### src/rtl/grover_pkg.sv
// Shared definitions for the Grover measurement block: default sizes,
// the FSM state encoding and the 16-bit Galois LFSR step.
package grover_pkg;

  localparam int NUM_BIT        = 3;
  localparam int FIXEDPOINT_BIT = 8;
  localparam int NUM_SAMPLE     = 2 ** NUM_BIT;

  // Galois feedback mask for x^16 + x^14 + x^13 + x^11 + 1 (right-shifting form)
  localparam logic [15:0] LFSR_POLY         = 16'hB400;
  localparam logic [15:0] LFSR_SEED_DEFAULT = 16'hACE1;

  typedef enum logic [2:0] {
    IDLE,
    SQUARE,
    DRAW,
    SCAN,
    OUT
  } state_t;

  // One LFSR step: shift right, fold the feedback mask in when a one falls out.
  function automatic logic [15:0] lfsr_step(input logic [15:0] v);
    lfsr_step = {1'b0, v[15:1]} ^ (v[0] ? LFSR_POLY : 16'h0000);
  endfunction

endpackage

### src/rtl/lfsr16.sv
// Free-running 16-bit Galois LFSR; advances on every clock, reloads the seed
// on reset. The seed must be nonzero or the sequence locks at zero.
module lfsr16 import grover_pkg::*; #(
  parameter logic [15:0] SEED = LFSR_SEED_DEFAULT
) (
  input  logic        clk,
  input  logic        rst,
  output logic [15:0] lfsr
);

  // Advance unconditionally so the draw value depends on when DRAW happens.
  always_ff @(posedge clk or negedge rst) begin
    if (!rst) lfsr <= SEED;
    else      lfsr <= lfsr_step(lfsr);
  end

endmodule

### src/rtl/grover_measure.sv
// Grover measurement: samples a basis-state index with probability
// proportional to the squared amplitude. Amplitudes are captured, squared
// one per cycle into a cumulative table, a random threshold below the total
// is drawn from the LFSR, and the table is scanned for the first entry above
// it. Optional macro GROVER_MEAS_ARGMAX_EN adds an argmax_idx output.
module grover_measure #(
  parameter int          NUM_BIT        = grover_pkg::NUM_BIT,
  parameter int          FIXEDPOINT_BIT = grover_pkg::FIXEDPOINT_BIT,
  parameter logic [15:0] LFSR_SEED      = 16'hACE1
) (
  input  logic                                       clk,
  input  logic                                       rst,
  input  logic                                       start,
  input  logic                                       amp_valid,
  input  logic [(2**NUM_BIT)*FIXEDPOINT_BIT-1:0]     amp_in,
  output logic                                       meas_valid,
  input  logic                                       meas_ready,
  output logic [NUM_BIT-1:0]                         meas_idx,
  output logic [2*FIXEDPOINT_BIT-2:0]                meas_prob,
  output logic                                       zero_err,
  output logic                                       busy
`ifdef GROVER_MEAS_ARGMAX_EN
  ,
  output logic [NUM_BIT-1:0]                         argmax_idx
`endif
);

  localparam int NUM_SAMPLE = 2 ** NUM_BIT;

  import grover_pkg::*;

  // A square of an FP-bit signed value needs 2*FP-1 bits; summing NUM_SAMPLE
  // of them adds NUM_BIT bits, so the running sum can never overflow.
  localparam int SQW = 2 * FIXEDPOINT_BIT - 1;
  localparam int CW  = SQW + NUM_BIT;
  localparam logic [NUM_BIT-1:0] LAST_IDX = NUM_BIT'(NUM_SAMPLE - 1);

  state_t state_reg, state_next;

  logic signed [FIXEDPOINT_BIT-1:0] amp_in_arr [NUM_SAMPLE];
  logic signed [FIXEDPOINT_BIT-1:0] amp_reg    [NUM_SAMPLE];
  logic        [CW-1:0]             cum_reg    [NUM_SAMPLE];
  logic        [CW-1:0]             acc_reg;
  logic        [CW-1:0]             r_reg;
  logic        [NUM_BIT-1:0]        k_reg;
  logic        [15:0]               lfsr_val;

  logic [FIXEDPOINT_BIT-1:0] mag;
  logic [SQW-1:0]            mag_ext;
  logic [SQW-1:0]            sq_cur;
  logic [CW-1:0]             total;
  logic [CW-1:0]             r_next;
  logic                      hit;

  genvar gi;
  generate
    for (gi = 0; gi < NUM_SAMPLE; gi++) begin : g_unpack
      assign amp_in_arr[gi] = amp_in[gi*FIXEDPOINT_BIT +: FIXEDPOINT_BIT];
    end
  endgenerate

  lfsr16 #(
    .SEED (LFSR_SEED)
  ) u_lfsr (
    .clk  (clk),
    .rst  (rst),
    .lfsr (lfsr_val)
  );

  // Shared squarer on amp_reg[k_reg], plus draw threshold and scan compare.
  // The magnitude of -2^(FP-1) still fits in FP unsigned bits.
  always_comb begin
    mag     = amp_reg[k_reg][FIXEDPOINT_BIT-1] ? FIXEDPOINT_BIT'(-amp_reg[k_reg])
                                               : FIXEDPOINT_BIT'(amp_reg[k_reg]);
    mag_ext = SQW'(mag);
    sq_cur  = mag_ext * mag_ext;
    total   = cum_reg[NUM_SAMPLE-1];
    r_next  = CW'(({{CW{1'b0}}, lfsr_val} * {16'h0000, total}) >> 16);
    hit     = (r_reg < cum_reg[k_reg]);
  end

  // State register.
  always_ff @(posedge clk or negedge rst) begin
    if (!rst) state_reg <= IDLE;
    else      state_reg <= state_next;
  end

  // Next-state and handshake outputs.
  always_comb begin
    state_next = state_reg;
    meas_valid = 1'b0;
    busy       = 1'b1;
    case (state_reg)
      IDLE: begin
        busy = 1'b0;
        if (start && amp_valid) state_next = SQUARE;
      end
      SQUARE: if (k_reg == LAST_IDX) state_next = DRAW;
      DRAW:   state_next = (total == '0) ? OUT : SCAN;
      SCAN:   if (hit) state_next = OUT;
      OUT: begin
        meas_valid = 1'b1;
        if (meas_ready) state_next = IDLE;
      end
      default: state_next = IDLE;
    endcase
  end

  // Datapath: capture, cumulative squares, threshold draw, scan and result hold.
  always_ff @(posedge clk or negedge rst) begin
    if (!rst) begin
      for (int i = 0; i < NUM_SAMPLE; i++) begin
        amp_reg[i] <= '0;
        cum_reg[i] <= '0;
      end
      acc_reg   <= '0;
      r_reg     <= '0;
      k_reg     <= '0;
      meas_idx  <= '0;
      meas_prob <= '0;
      zero_err  <= 1'b0;
    end else begin
      case (state_reg)
        IDLE: begin
          if (start && amp_valid) begin
            for (int i = 0; i < NUM_SAMPLE; i++) amp_reg[i] <= amp_in_arr[i];
            acc_reg <= '0;
            k_reg   <= '0;
          end
        end
        SQUARE: begin
          cum_reg[k_reg] <= acc_reg + CW'(sq_cur);
          acc_reg        <= acc_reg + CW'(sq_cur);
          k_reg          <= k_reg + NUM_BIT'(1);
        end
        DRAW: begin
          r_reg <= r_next;
          k_reg <= '0;
          if (total == '0) begin
            meas_idx  <= '0;
            meas_prob <= '0;
            zero_err  <= 1'b1;
          end
        end
        SCAN: begin
          // r < total guarantees a hit no later than the last index.
          if (hit) begin
            meas_idx  <= k_reg;
            meas_prob <= sq_cur;
            zero_err  <= 1'b0;
          end else begin
            k_reg <= k_reg + NUM_BIT'(1);
          end
        end
        default: ;
      endcase
    end
  end

`ifdef GROVER_MEAS_ARGMAX_EN
  logic [SQW-1:0] max_reg;

  // Track the largest square while squaring; strict compare keeps the lowest index.
  always_ff @(posedge clk or negedge rst) begin
    if (!rst) begin
      max_reg    <= '0;
      argmax_idx <= '0;
    end else if (state_reg == IDLE && start && amp_valid) begin
      max_reg    <= '0;
      argmax_idx <= '0;
    end else if (state_reg == SQUARE && sq_cur > max_reg) begin
      max_reg    <= sq_cur;
      argmax_idx <= k_reg;
    end
  end
`endif

endmodule

### config.mk
export PLATFORM = sky130hd
export DESIGN_NAME = grover_measure
export DESIGN_NICKNAME = d
export VERILOG_FILES = /design/src/rtl/grover_pkg.sv /design/src/rtl/lfsr16.sv /design/src/rtl/grover_measure.sv
export SDC_FILE = /design/constraint.sdc
export NUM_CORES = 1
export LEC_CHECK = 0
export CORE_MARGIN = 10
export CORE_UTILIZATION = 63
export DETAILED_ROUTE_END_ITERATION = 7
export PLACE_DENSITY = 0.85
export SETUP_SLACK_MARGIN = 0.05
export SLEW_MARGIN = 20
export SYNTH_ARGS = -nofsm -noshare
export SYNTH_HDL_FRONTEND = slang
export SYNTH_HIERARCHICAL = 1
export SYNTH_SLANG_ARGS = --single-unit
### constraint.sdc
create_clock -name clk -period 10.7 [get_ports clk]
set_clock_uncertainty 0.1 [all_clocks]
set_input_delay 2.14 -clock clk [delete_from_list [all_inputs] [get_ports clk]]
set_output_delay 2.14 -clock clk [all_outputs]
set_load 0.01 [all_outputs]
* Word-level counts from Yosys, hierarchy flattened *
Cells that the tools add are included.

cells by class
  add/sub/neg operators = 3
  multipliers = 2
  $lt $le $gt $ge = 3
  equal/unequal tests = 11
  mux-type cells = 33
  bitwise logic cells = 2
  reduce and logical (&&, ||, !) cells = 12

operators by type and width
  kind                                                             number
  144-bit bitwise mux                                              1
  18-bit two-way mux                                               4
  18-bit binary-select mux with 3-bit select                       1
  18-bit demux with 3-bit select                                   1
  18-bit case mux with 2 select lines                              1
  16-bit by 18-bit multiplier with 34-bit output                   1
  15-bit two-way mux                                               2
  15-bit case mux with 2 select lines                              1
  3-bit two-way mux                                                9
  8-bit binary-select mux with 3-bit select                        1
  8-bit two-way mux                                                3
  18-bit by 15-bit adder with 18-bit output                        1
  18-bit logical NOT                                               1
  18-bit less-than comparator                                      1
  16-bit two-way mux                                               1
  15-bit by 16-bit bitwise XOR with 16-bit output                  1
  8-bit by 8-bit multiplier with 15-bit output                     1
  3-bit case mux with 5 select lines                               1
  2-bit inequality test, second input constant                     6
  3-bit case mux with 4 select lines                               1
  8-bit negation                                                   1
  3-bit by 2-bit == test with 1-bit output, second input constant  2
  3-bit == test, second input constant                             2
  3-bit case mux with 2 select lines                               1
  14 further kinds                                                 21

word-level totals
  flip-flop bits (word level) = 285
  input bits = 69
  output and inout port bits = 21

* Depth between registers and ports, before layout *
  depth after elaboration = 9
  gate-level depth with buffers = 32

* Modules after synthesis *
Netlist, hierarchy kept.

modules (own cells, without submodules)
  module          instances  cells each  area an instance (µm²)  seq. area each (µm²)
  grover_measure  1          2359        22879.4                 6706.4
  lfsr16          1          19          436.7                   410.4

* Least setup slack after synthesis *
Ideal clock, no wire load.

  kind = reg-to-reg
  from = register k_reg[1]
  to = register cum_reg[125] in the netlist's numbering
  arrival time = 7.209 ns
  data required time = 10.461 ns
  setup slack = 3.252 ns
  cell stages (with the launch flop) = 31
  cells stage by stage = dfrtp_1 -> buf_6 -> mux2_4 -> a221o_1 -> a22o_2 -> nor4b_4 -> nor2_2 -> xnor2_4 -> nor2_1 -> inv_2 -> fa_1 -> inv_1 -> fa_1 -> inv_1 -> fa_1 -> fa_1 -> inv_1 -> ha_1 -> o21a_1 -> nor2_1 -> nor3_1 -> a2111oi_0 -> xnor2_1 -> ha_1 -> nand2_1 -> nor2_1 -> a221oi_1 -> o21ai_1 -> nand3_1 -> xor2_1 -> o21ai_0

between the ends
  cells in the longest elaborated chain, start to end = 9

ends and longest elaborated chain
  element                                                   line                                                               RTL
  start: declaration                                        grover_measure.sv:45                                               logic [NUM_BIT-1:0] k_reg;
  start signal: assignment                                  grover_measure.sv:134                                              k_reg <= k_reg + NUM_BIT'(1);
  start signal: assignment                                  grover_measure.sv:152                                              k_reg <= k_reg + NUM_BIT'(1);
  3-bit inverter with 4-bit output (not written as such) *  grover_measure.sv:73, grover_measure.sv:74, grover_measure.sv:132
  8-bit binary-select mux with 3-bit select                 grover_measure.sv:73, grover_measure.sv:74
  8-bit two-way mux (not written as such) (2 in series)     grover_measure.sv:73, grover_measure.sv:74
  8-bit negation                                            grover_measure.sv:73                                               mag = amp_reg[k_reg][FIXEDPOINT_BIT-1] ? FIXEDPOINT_BIT'(-amp_reg[k_reg])
  8-bit two-way mux                                         grover_measure.sv:73
  8-bit by 8-bit multiplier with 15-bit output              grover_measure.sv:76                                               sq_cur = mag_ext * mag_ext;
  18-bit by 15-bit adder with 18-bit output                 grover_measure.sv:132                                              cum_reg[k_reg] <= acc_reg + CW'(sq_cur);
  144-bit bitwise mux *                                     grover_measure.sv:132
  end signal: indexed assignment                            grover_measure.sv:132
  end: declaration                                          grover_measure.sv:42                                               logic [CW-1:0] cum_reg [NUM_SAMPLE];

Every way passes the cells marked *; elsewhere a longest branch is shown, timed or not. The select of a mux whose other input is x is not followed.
A chain may end at the register's enable or synchronous reset.

* Worst setup path in the final report *
  from = register k_reg[1]
  to = register cum_reg[123] in the netlist's numbering

Same word-level chain as after synthesis.

==> summary.txt <==
Finish
  – Final #Nets: 2,883
  – Final Instance Area: ~0.026 mm2
  – Fillers: 2,622
  – Ant diodes: 0
  – Max reg flops: 126
  – Share of layout cells above drive strength 1: under 10%
  – Area growth from synthesis to layout: 9.477%

Detailed routing
  – Vias: between 15,000 and 20,000
  – WL/cell: between 20 and 25 um
  – Total length of routed wires: roughly 60,000 um
  – Remaining antenna violation count: 0
  – Pre-antenna DRT Iters: 5
  – Vias per cell: 6.049
  – Initial DRC Count: 1,338
  – # DRC: 0

Die
  – Die Width: around 210 um
  – Io pins: 90
  – Die ar.: 0.04511 mm2
  – Core area: roughly 0.037 mm2
  – Die Ht: 212.4 um
  – Cell row count: 70
  – Initial Util: a little under two thirds

Synthesis
  – Avg Synthesized Cell Area: approximately 10 um2
  – Post-synth EDFFs: 0
  – Seq/Total Area, Yosys: between 30% and 40%
  – Top cell type by total area after synthesis: dfrtp_1
  – Synth top area cells: dfrtp_1, fa_1, ha_1
  – Warnings, synthesis: 6
  – Main synth FF type: dfrtp_1
  – Share of the synthesized area in the top cell type: 29.62%
  – Async S/R FF share, synth: 100.0%
  – Synthesized cell area: between 0.02 and 0.025 mm2
  – Seq cells post-synth: between 200 and 300
  – Synth unique cells: about 80
  – Syn Inst Count: ~2,400

Setup path
  – CP Max Fanout: 36
  – RR Startpoint: k_reg[1]
  – Nature of the critical path startpoint: register
  – WP data required: 11,060 ps
  – Reg2Reg Depth: 27
  – Worst Path Arrival: a little over 9000 ps
  – Setup crit end: cum_reg[123]
  – Nature of the critical path endpoint: register
  – Reg-to-reg endpoint: cum_reg[123]
  – CP Launch Point: k_reg[1]
  – WS Path Type: register to register
  – Flop2flop setup slack: 1730 ps

STA
  – Setup violators final: 0
  – Slew of the pin with the lowest slew margin: 1132 ps
  – Slew Limit Fails: 0
  – RSZ-0062 raised after global routing: false
  – Final Hold Viols: 0
  – Min Tclk post-route: 8969 ps
  – Fmax: roughly 0.11 GHz
  – Slew headroom: 24.28%
  – Setup TNS: 0 ps
  – Final worst-path cycle share: 83.82%

Job
  – # Max-Cap Violations: 0

Global routing
  – Initial antenna violation count: 0
  – All-Layer GR Usage: 26.82%
  – Vias in the first global route: 18,921
  – Largest net degree at the start of global routing: between 100 and 150
  – Gr ovfl total: 0
  – First-pass GRT wire length: roughly 100,000 um

Clock tree
  – CTS tree: done
  – Sink Count: 284
  – Clk_lat worst skew: roughly 600 ps
  – Post-cts sizing count: 0
  – Clk buf depth: 3
  – H-tree depth: 1
  – Post-CTS Setup Bufs: 0
  – CTS root buffer: clkbuf_16
  – Cts bufs inserted: 31
  – Hold-fix buffers, CTS: 0
  – Clk pin slew, worst setup/hold paths: about 60 ps

Placement
  – Post-DP HPWL: 41,630 um
  – Placed inst area: 0.02450 mm2
  – Routability cong.: between 0.9 and 1
  – Count of input and output buffers: 88

Worst hold path
  – Hold Crit Class: register to register
  – Hold_sp: cum_reg[71]

Outcome
  – Status: completed
## cell families (layout without fill, tap and decap cells)
group	count (synthesis)	after routing	share of synthesized area, %
other	2	8	0.03221
muxes	111	111	5.758
and+or+nand+nor	685	685	13.59
AOI/OAI and AO/OA	395	395	10.80
buffers and inverters	439	482	7.282
DFF	284	284	30.52
xor gates and xnor gates	50	50	2.023
adders and majority gates	412	412	30.00
## cells in the mapped netlist, types with 28 or more instances
cell type	n
clkbuf_1	109
nand2_1	394
nor2_1	57
a22oi_1	34
dfrtp_1	276
fa_1	245
o21ai_0	155
inv_1	304
and2_1	102
mux2_2	73
xnor2_1	28
ha_1	167
a21oi_1	42
## worst min path at each step
stage	to	cells past startpoint
detailed placement	cum_reg[71]	2
global placement	cum_reg[77]	2
finish	cum_reg[71]	2
global route	amp_reg[44]	1
floorplan	u_lfsr/lfsr[3]	0
CTS	cum_reg[120]	2
## layer usage
| layer | wire (um) | global-route usage, % |
|---|---|---|
| met2 | 29230 | 46.69 |
| met5 | 0 | 0 |
| met3 | 4874 | 4.256 |
| met4 | 1677 | 8.986 |
| met1 | 22490 | 33.39 |
## final cells by class
type                       instances  area, um2  area share (%)
clock inverter                    18      161.4          0.6323
tap                              468      585.6           2.294
multi-input combinational       1661      14560           57.05
clock buffer                      40      829.5           3.250
inverter                         310       1164           4.559
timing repair buffer             114       1105           4.328
sequential                       284       7118           27.89
## placed cells by master, fill, tap and decap left out, drive strengths merged, types with 43 or more instances in the layout
cell type and n:
a21oi 43, and2 102, clkdlybuf4s50 87, dfrtp 276, fa 245, ha 167
inv 315, mux2 82, nand2 396, nor2 58, o21ai 167
## stage by stage
stage / hold WS, ps / cells / setup WS (ps) / util (%)
2_1_floorplan: 251.9 / 2384 / 3252 / -
3_3_place_gp: 360.7 / 2836 / 2178 / 67.08
3_5_place_dp: 370.2 / 2836 / 1857 / 67.08
4_1_cts: 385.0 / 2894 / 1839 / 69.80
5_1_grt: 410.3 / 2895 / 1044 / 69.89
6_report: 382.2 / 2895 / 1731 / 69.89
## critical path, cell delays in order, from the launching register on
cell and delay, ps:
dfrtp_2 960, and3b_1 860, a21oi_1 160, o21ai_1 340
nor2_1 160, xnor2_2 230, nor2_1 270, inv_2 60
fa_1 540, inv_1 60, fa_1 550, inv_1 50
fa_1 460, fa_1 540, inv_1 40, ha_1 330
o21a_1 130, nor2_1 120, nor3_1 60, a2111oi_0 690
xnor2_1 190, ha_1 380, nand2_1 90, nor2_1 50
a221oi_1 420, o21ai_1 240, xnor2_1 570, o21ai_0 190
Power is left out: the tool's default activity adds up to more than one toggle a clock period on the data nets, which glitch-free logic cannot reach.
